$ cat src/rtl/vga_timing_pkg.sv
// Default 640x480@60 timing constants and the HPS status-word field layout.
// The bit offsets are shared with the HPS driver header.
package vga_timing_pkg;

  localparam int unsigned H_ACTIVE = 640;
  localparam int unsigned H_FP     = 16;
  localparam int unsigned H_SYNC   = 96;
  localparam int unsigned H_BP     = 48;
  localparam int unsigned V_ACTIVE = 480;
  localparam int unsigned V_FP     = 10;
  localparam int unsigned V_SYNC   = 2;
  localparam int unsigned V_BP     = 33;

  localparam int unsigned H_TOTAL      = H_ACTIVE + H_FP + H_SYNC + H_BP;
  localparam int unsigned V_TOTAL      = V_ACTIVE + V_FP + V_SYNC + V_BP;
  localparam int unsigned H_SYNC_START = H_ACTIVE + H_FP;
  localparam int unsigned H_SYNC_END   = H_SYNC_START + H_SYNC;
  localparam int unsigned V_SYNC_START = V_ACTIVE + V_FP;
  localparam int unsigned V_SYNC_END   = V_SYNC_START + V_SYNC;

  localparam int unsigned COORD_W    = 10;
  localparam int unsigned USER_W     = 22;
  localparam int unsigned X_LSB      = 0;
  localparam int unsigned Y_LSB      = 10;
  localparam int unsigned ODD_BIT    = 20;
  localparam int unsigned VBLANK_BIT = 21;

endpackage

$ cat src/rtl/vga_axis_counter.sv
// Wrap counter for one raster axis; exposes the next value so the parent can
// register decodes that line up with the counter itself.
module vga_axis_counter
  import vga_timing_pkg::*;
#(
  parameter int unsigned CNT_W = 10,
  parameter int unsigned TOTAL = 800
) (
  input  logic             clk_i,
  input  logic             rst_ni,
  input  logic             clear_i,
  input  logic             inc_i,
  output logic [CNT_W-1:0] cnt_o,
  output logic [CNT_W-1:0] cnt_next_o,
  output logic             wrap_o
);

  localparam logic [CNT_W-1:0] Last = CNT_W'(TOTAL - 1);

  logic [CNT_W-1:0] cnt_q, cnt_d;

  always_comb begin
    wrap_o = (cnt_q == Last);
    cnt_d  = cnt_q;
    if (clear_i) begin
      cnt_d = '0;
    end else if (inc_i) begin
      cnt_d = wrap_o ? '0 : cnt_q + CNT_W'(1);
    end
  end

  always_ff @(posedge clk_i) begin
    if (!rst_ni) begin
      cnt_q <= '0;
    end else begin
      cnt_q <= cnt_d;
    end
  end

  assign cnt_o      = cnt_q;
  assign cnt_next_o = cnt_d;

endmodule

$ cat src/rtl/vga_timing_status.sv
// VGA raster timing generator with registered sync/blank/coordinate outputs and
// a pixel-rate snapshot of raster state for the HPS PIO.
module vga_timing_status #(
  parameter int unsigned CLK_DIV  = 2,
  parameter int unsigned H_ACTIVE = vga_timing_pkg::H_ACTIVE,
  parameter int unsigned H_FP     = vga_timing_pkg::H_FP,
  parameter int unsigned H_SYNC   = vga_timing_pkg::H_SYNC,
  parameter int unsigned H_BP     = vga_timing_pkg::H_BP,
  parameter int unsigned V_ACTIVE = vga_timing_pkg::V_ACTIVE,
  parameter int unsigned V_FP     = vga_timing_pkg::V_FP,
  parameter int unsigned V_SYNC   = vga_timing_pkg::V_SYNC,
  parameter int unsigned V_BP     = vga_timing_pkg::V_BP,
  parameter int unsigned CNT_W    = 10
) (
  input  logic                              clk_clk,
  input  logic                              reset_reset_n,
  input  logic                              en,
  output logic                              vga_clk,
  output logic                              vga_hs,
  output logic                              vga_vs,
  output logic                              vga_blank_n,
  output logic                              vga_sync_n,
  output logic [CNT_W-1:0]                  pix_x,
  output logic [CNT_W-1:0]                  pix_y,
  output logic                              pix_valid,
  output logic                              frame_start,
  output logic [vga_timing_pkg::USER_W-1:0] vga_user_export
);
  import vga_timing_pkg::*;

  localparam int unsigned DivW = (CLK_DIV > 2) ? $clog2(CLK_DIV) : 1;
  localparam logic [DivW-1:0] DivLast = DivW'(CLK_DIV - 1);
  localparam logic [DivW-1:0] DivHalf = DivW'(CLK_DIV / 2);

  localparam int unsigned HTotal = H_ACTIVE + H_FP + H_SYNC + H_BP;
  localparam int unsigned VTotal = V_ACTIVE + V_FP + V_SYNC + V_BP;

  localparam logic [CNT_W-1:0] HActEnd  = CNT_W'(H_ACTIVE);
  localparam logic [CNT_W-1:0] HSyncBeg = CNT_W'(H_ACTIVE + H_FP);
  localparam logic [CNT_W-1:0] HSyncEnd = CNT_W'(H_ACTIVE + H_FP + H_SYNC);
  localparam logic [CNT_W-1:0] VActEnd  = CNT_W'(V_ACTIVE);
  localparam logic [CNT_W-1:0] VSyncBeg = CNT_W'(V_ACTIVE + V_FP);
  localparam logic [CNT_W-1:0] VSyncEnd = CNT_W'(V_ACTIVE + V_FP + V_SYNC);

  logic [DivW-1:0]   div_q, div_d;
  logic              pe, clear;
  logic [CNT_W-1:0]  h_cnt, h_next, v_cnt, v_next;
  logic              h_wrap, v_wrap;
  logic              frame_odd_q, frame_odd_d;
  logic              restart_q, restart_d;
  logic              vga_clk_q, vga_clk_d;
  logic              hs_q, hs_d, vs_q, vs_d;
  logic              blank_n_q, blank_n_d;
  logic              pix_valid_q, pix_valid_d;
  logic              frame_start_q, frame_start_d;
  logic [USER_W-1:0] user_q, user_d;

  vga_axis_counter #(
    .CNT_W (CNT_W),
    .TOTAL (HTotal)
  ) u_h_cnt (
    .clk_i      (clk_clk),
    .rst_ni     (reset_reset_n),
    .clear_i    (clear),
    .inc_i      (pe),
    .cnt_o      (h_cnt),
    .cnt_next_o (h_next),
    .wrap_o     (h_wrap)
  );

  vga_axis_counter #(
    .CNT_W (CNT_W),
    .TOTAL (VTotal)
  ) u_v_cnt (
    .clk_i      (clk_clk),
    .rst_ni     (reset_reset_n),
    .clear_i    (clear),
    .inc_i      (pe && h_wrap),
    .cnt_o      (v_cnt),
    .cnt_next_o (v_next),
    .wrap_o     (v_wrap)
  );

  always_comb begin
    clear       = !en;
    pe          = en && (div_q == DivLast);
    div_d       = (!en || (div_q == DivLast)) ? '0 : div_q + DivW'(1);
    frame_odd_d = frame_odd_q ^ (pe && h_wrap && v_wrap);
    // A disabled raster parks at the origin; its first pixel counts as a new frame.
    restart_d   = !en ? 1'b1 : (pe ? 1'b0 : restart_q);

    vga_clk_d     = (div_d < DivHalf);
    hs_d          = !(en && (h_next >= HSyncBeg) && (h_next < HSyncEnd));
    vs_d          = !(en && (v_next >= VSyncBeg) && (v_next < VSyncEnd));
    blank_n_d     = en && (h_next < HActEnd) && (v_next < VActEnd);
    pix_valid_d   = pe;
    frame_start_d = pe && (((h_next == '0) && (v_next == '0)) || restart_q);

    user_d = user_q;
    if (!en) begin
      user_d = '0;
    end else if (pe) begin
      user_d[X_LSB +: COORD_W] = COORD_W'(h_next);
      user_d[Y_LSB +: COORD_W] = COORD_W'(v_next);
      user_d[ODD_BIT]          = frame_odd_d;
      user_d[VBLANK_BIT]       = (v_next >= VActEnd);
    end
  end

  always_ff @(posedge clk_clk) begin
    if (!reset_reset_n) begin
      div_q         <= '0;
      frame_odd_q   <= 1'b0;
      restart_q     <= 1'b0;
      vga_clk_q     <= 1'b1;
      hs_q          <= 1'b1;
      vs_q          <= 1'b1;
      blank_n_q     <= 1'b0;
      pix_valid_q   <= 1'b0;
      frame_start_q <= 1'b0;
      user_q        <= '0;
    end else begin
      div_q         <= div_d;
      frame_odd_q   <= frame_odd_d;
      restart_q     <= restart_d;
      vga_clk_q     <= vga_clk_d;
      hs_q          <= hs_d;
      vs_q          <= vs_d;
      blank_n_q     <= blank_n_d;
      pix_valid_q   <= pix_valid_d;
      frame_start_q <= frame_start_d;
      user_q        <= user_d;
    end
  end

  assign vga_clk         = vga_clk_q;
  assign vga_hs          = hs_q;
  assign vga_vs          = vs_q;
  assign vga_blank_n     = blank_n_q;
  assign vga_sync_n      = 1'b0;
  assign pix_x           = h_cnt;
  assign pix_y           = v_cnt;
  assign pix_valid       = pix_valid_q;
  assign frame_start     = frame_start_q;
  assign vga_user_export = user_q;

endmodule

$ cat config.mk
export PLATFORM = sky130hd
export DESIGN_NAME = vga_timing_status
export DESIGN_NICKNAME = d
export VERILOG_FILES = /design/src/rtl/vga_timing_pkg.sv /design/src/rtl/vga_axis_counter.sv /design/src/rtl/vga_timing_status.sv
export SDC_FILE = /design/constraint.sdc
export NUM_CORES = 1
export LEC_CHECK = 0
export CAP_MARGIN = 20
export CORE_ASPECT_RATIO = 0.7
export CORE_MARGIN = 5
export CORE_UTILIZATION = 45
export CTS_CLUSTER_DIAMETER = 60
export DETAILED_ROUTE_END_ITERATION = 12
export PLACE_DENSITY = 0.72
export SETUP_SLACK_MARGIN = 0.1
export SLEW_MARGIN = 10
export SYNTH_ARGS = -nofsm -noshare
export SYNTH_HDL_FRONTEND = slang
export SYNTH_SLANG_ARGS = --single-unit
export TNS_END_PERCENT = 100
$ cat constraint.sdc
create_clock -name clk_clk -period 5.1 [get_ports clk_clk]
set_input_delay 1.02 -clock clk_clk [delete_from_list [all_inputs] [get_ports clk_clk]]
set_output_delay 1.02 -clock clk_clk [all_outputs]
set_load 0.02 [all_outputs]
==> impl_metrics.json <==
{
  "rsz0062_at_grt": "false",
  "vias_per_cell": 5.68,
  "use_met1_pct": 32.0,
  "cts_buffer_depth": 2,
  "grt_pass1_wl_um": 10200,
  "htree_num_levels": 2,
  "startpoint": "en",
  "max_stage_delay_ns": 0.67,
  "reg2reg_from": "div_q$_SDFF_PN0_",
  "fin_crit_sh_pct": 68.4,
  "start_util_pct": 45.5,
  "cp-end-kind": "flop",
  "via_count": 2186,
  "hold_viol": 0,
  "drive_gt1_share_pct": 5.43,
  "drt_iter0_markers": 179,
  "synth_fp_nets": 271,
  "synth_common_cells": "51 x dfxtp_1, 37 x nor2_1, 23 x nand2_1",
  "fin_ws_ns": 1.61,
  "crit_arrival_ns": 3.66,
  "path_clk_slew_ns": 0.10,
  "min_from": "restart_q$_SDFFE_PN0P_",
  "yosys_warnings": 0,
  "instances_no_fill": 385,
  "place_ws_ns": 1.31,
  "clkLatencyLatePin_ns": 0.32,
  "ys_ff_latch": 51,
  "antenna_left": 0,
  "cts_resized": 0,
  "fin_crit_ns": 3.49,
  "rows": 22,
  "path_buf_inv": 1,
  "slew_violations": 0,
  "wl_per_cell_um": 17.0,
  "cap_viol_max_count": 0,
  "tritoncts": "done",
  "n_antenna_cell": 0,
  "ys_types": 57,
  "seq_area_frac_synth_pct": 43.6,
  "clock-sinks": 51,
  "cp_slowest_cell": "clkdlybuf4s50_1",
  "hold_path_class": "flop to flop",
  "max_freq_mhz": 287,
  "grt_busiest_layer": "met1",
  "port_buffers": 50,
  "synth_top_area_cell": "dfxtp_1",
  "grt_pass1_vias": 1949,
  "placed_cells": 377,
  "grt_max_degree": 24,
  "hpwl_um": 4760,
  "status": "complete, no violations",
  "cts_made_buffers": 5,
  "async_reset_ff_share_pct": 0,
  "worstPathRequired_ns": 5.27,
  "area_delta_synth_final_pct": 26.6,
  "cts_hold_repair.buffers": 0,
  "nets": 318,
  "syn_area_um2": 2340,
  "n_fill_cell": 471,
  "critical-path-top-delay-family": "simple AND/OR/NAND/NOR gates",
  "io_pins": 52,
  "wl_um": 6540,
  "max_slew_margin_pct": 45.1,
  "yosysMostFrequentCell": "dfxtp_1",
  "setup_viol": 0,
  "power.density_nw_per_um2": 234,
  "syn_inst": 265,
  "overflow": 0,
  "crit_type": "primary input to flop",
  "antenna_found_initial": 0,
  "crit_fanout": 10,
  "dieArea_um2": 6770,
  "p_leak_uw": 0.00105,
  "gp_congestion": 0.981,
  "cp-start-kind": "primary input",
  "largest_reg_flops": 22,
  "firstDrtPassIters": 5,
  "die_w_um": 96.2,
  "synth_top_area_share_pct": 43.6,
  "coreArea_um2": 5150,
  "synth_flop_cell": "dfxtp_1",
  "met3_usage_pct": 5.17,
  "synth_edf_count": 0,
  "r2r_slack_ns": 1.96,
  "die_y_um": 70.3,
  "grtUsageTotal_pct": 19.8,
  "fin_skew_ns": 0.00660,
  "drc": 0,
  "power_uw": 693,
  "vdd_drop_max_mv": 0.156,
  "synth.avg_cell_area_um2": 8.83,
  "crit_path_cell_trace": "clkdlybuf4s50_1 -> and2_1 -> and4_1 -> nand2_1 -> or3_1 -> and3_2 -> nor4bb_4 -> a2111oi_0",
  "synth.area.top_cells": "dfxtp_1 44%, nor2_1 5.9%, nand2_1 3.7%, xnor2_1 3.4%, and2_1 3.2%",
  "postCtsSetupBuffers": 0,
  "worst_pin_slew_ns": 0.822,
  "setup_tns_ns": 0,
  "clock-root-buffer": "clkbuf_8",
  "grt_use_met2_pct": 24.9
}
-- routing by layer --
| metal | wire (µm) | part of all wire, % |
|---|---|---|
| met1 | 3280 | 50 |
| met2 | 2510 | 38 |
| met3 | 677 | 10 |
| met5 | 0 | 0 |
| met4 | 70 | 1.1 |
-- cell usage in the layout (no fill, tap or decap), drive strengths merged, types with 4 or more instances in the layout --
| cell type | instances |
|---|---|
| dfxtp | 51 |
| clkdlybuf4s50 | 50 |
| nor2 | 37 |
| nand2 | 23 |
| and2 | 13 |
| nand3 | 12 |
| a21oi | 11 |
| xnor2 | 9 |
| inv | 8 |
| nand4 | 8 |
| o21ai | 7 |
| and3 | 7 |
| nor3 | 6 |
| clkbuf | 6 |
| a211oi | 5 |
| mux2i | 5 |
| nor2b | 4 |
-- layout make-up --
type	instances	area [µm²]	area share, %
clock buffer	6	72.6	2.45
clock inverter	2	17.5	0.591
inverter	9	33.8	1.14
multi-input combinational	192	1210	40.7
sequential	51	1020	34.4
tap	72	90.1	3.04
timing repair buffer	53	523	17.6
-- power by group --
group | switching [µW] | internal, µW | total (µW)
Clock | 144 | 98.9 | 243
Combinational | 27.5 | 14.9 | 42.4
Sequential | 4.67 | 403 | 407
-- worst paths after layout --
check | to | cells after the start
max | vga_blank_n$_SDFF_PN0_ | 8
min | frame_start$_SDFF_PN0_ | 2
max reg2reg | vga_blank_n$_SDFF_PN0_ | 8
min reg2reg | frame_start$_SDFF_PN0_ | 2
-- tightest hold or removal path, cell delays in order, from the launching register on --
cell and delay, ns:
dfxtp_1 0.32, nand2_1 0.05, o21ai_1 0.05
-- through the flow --
stage               cell area (µm²)  hold WS [ns]  util, %
floorplan                      2340         0.426        -
global placement               2870         0.442     55.8
detailed placement             2870         0.442     55.8
CTS                            2960         0.451     57.6
global route                   2960         0.497     57.6
finish                         2960         0.444     57.6
-- logic make-up (layout without fill, tap and decap cells) --
family	Yosys count	after routing	synth area share, %
AO/OA/AOI/OAI	46	46	14.3
XOR/XNOR	11	11	4.12
adder cells (fa/ha/maj)	3	3	1.60
buffers and inverters	22	70	4.86
flip-flops	51	51	43.6
multiplexers	5	5	2.14
other	1	1	0.160
AND/OR/NAND/NOR	126	126	29.2
Note: power is estimated with default switching activity, not from simulation.
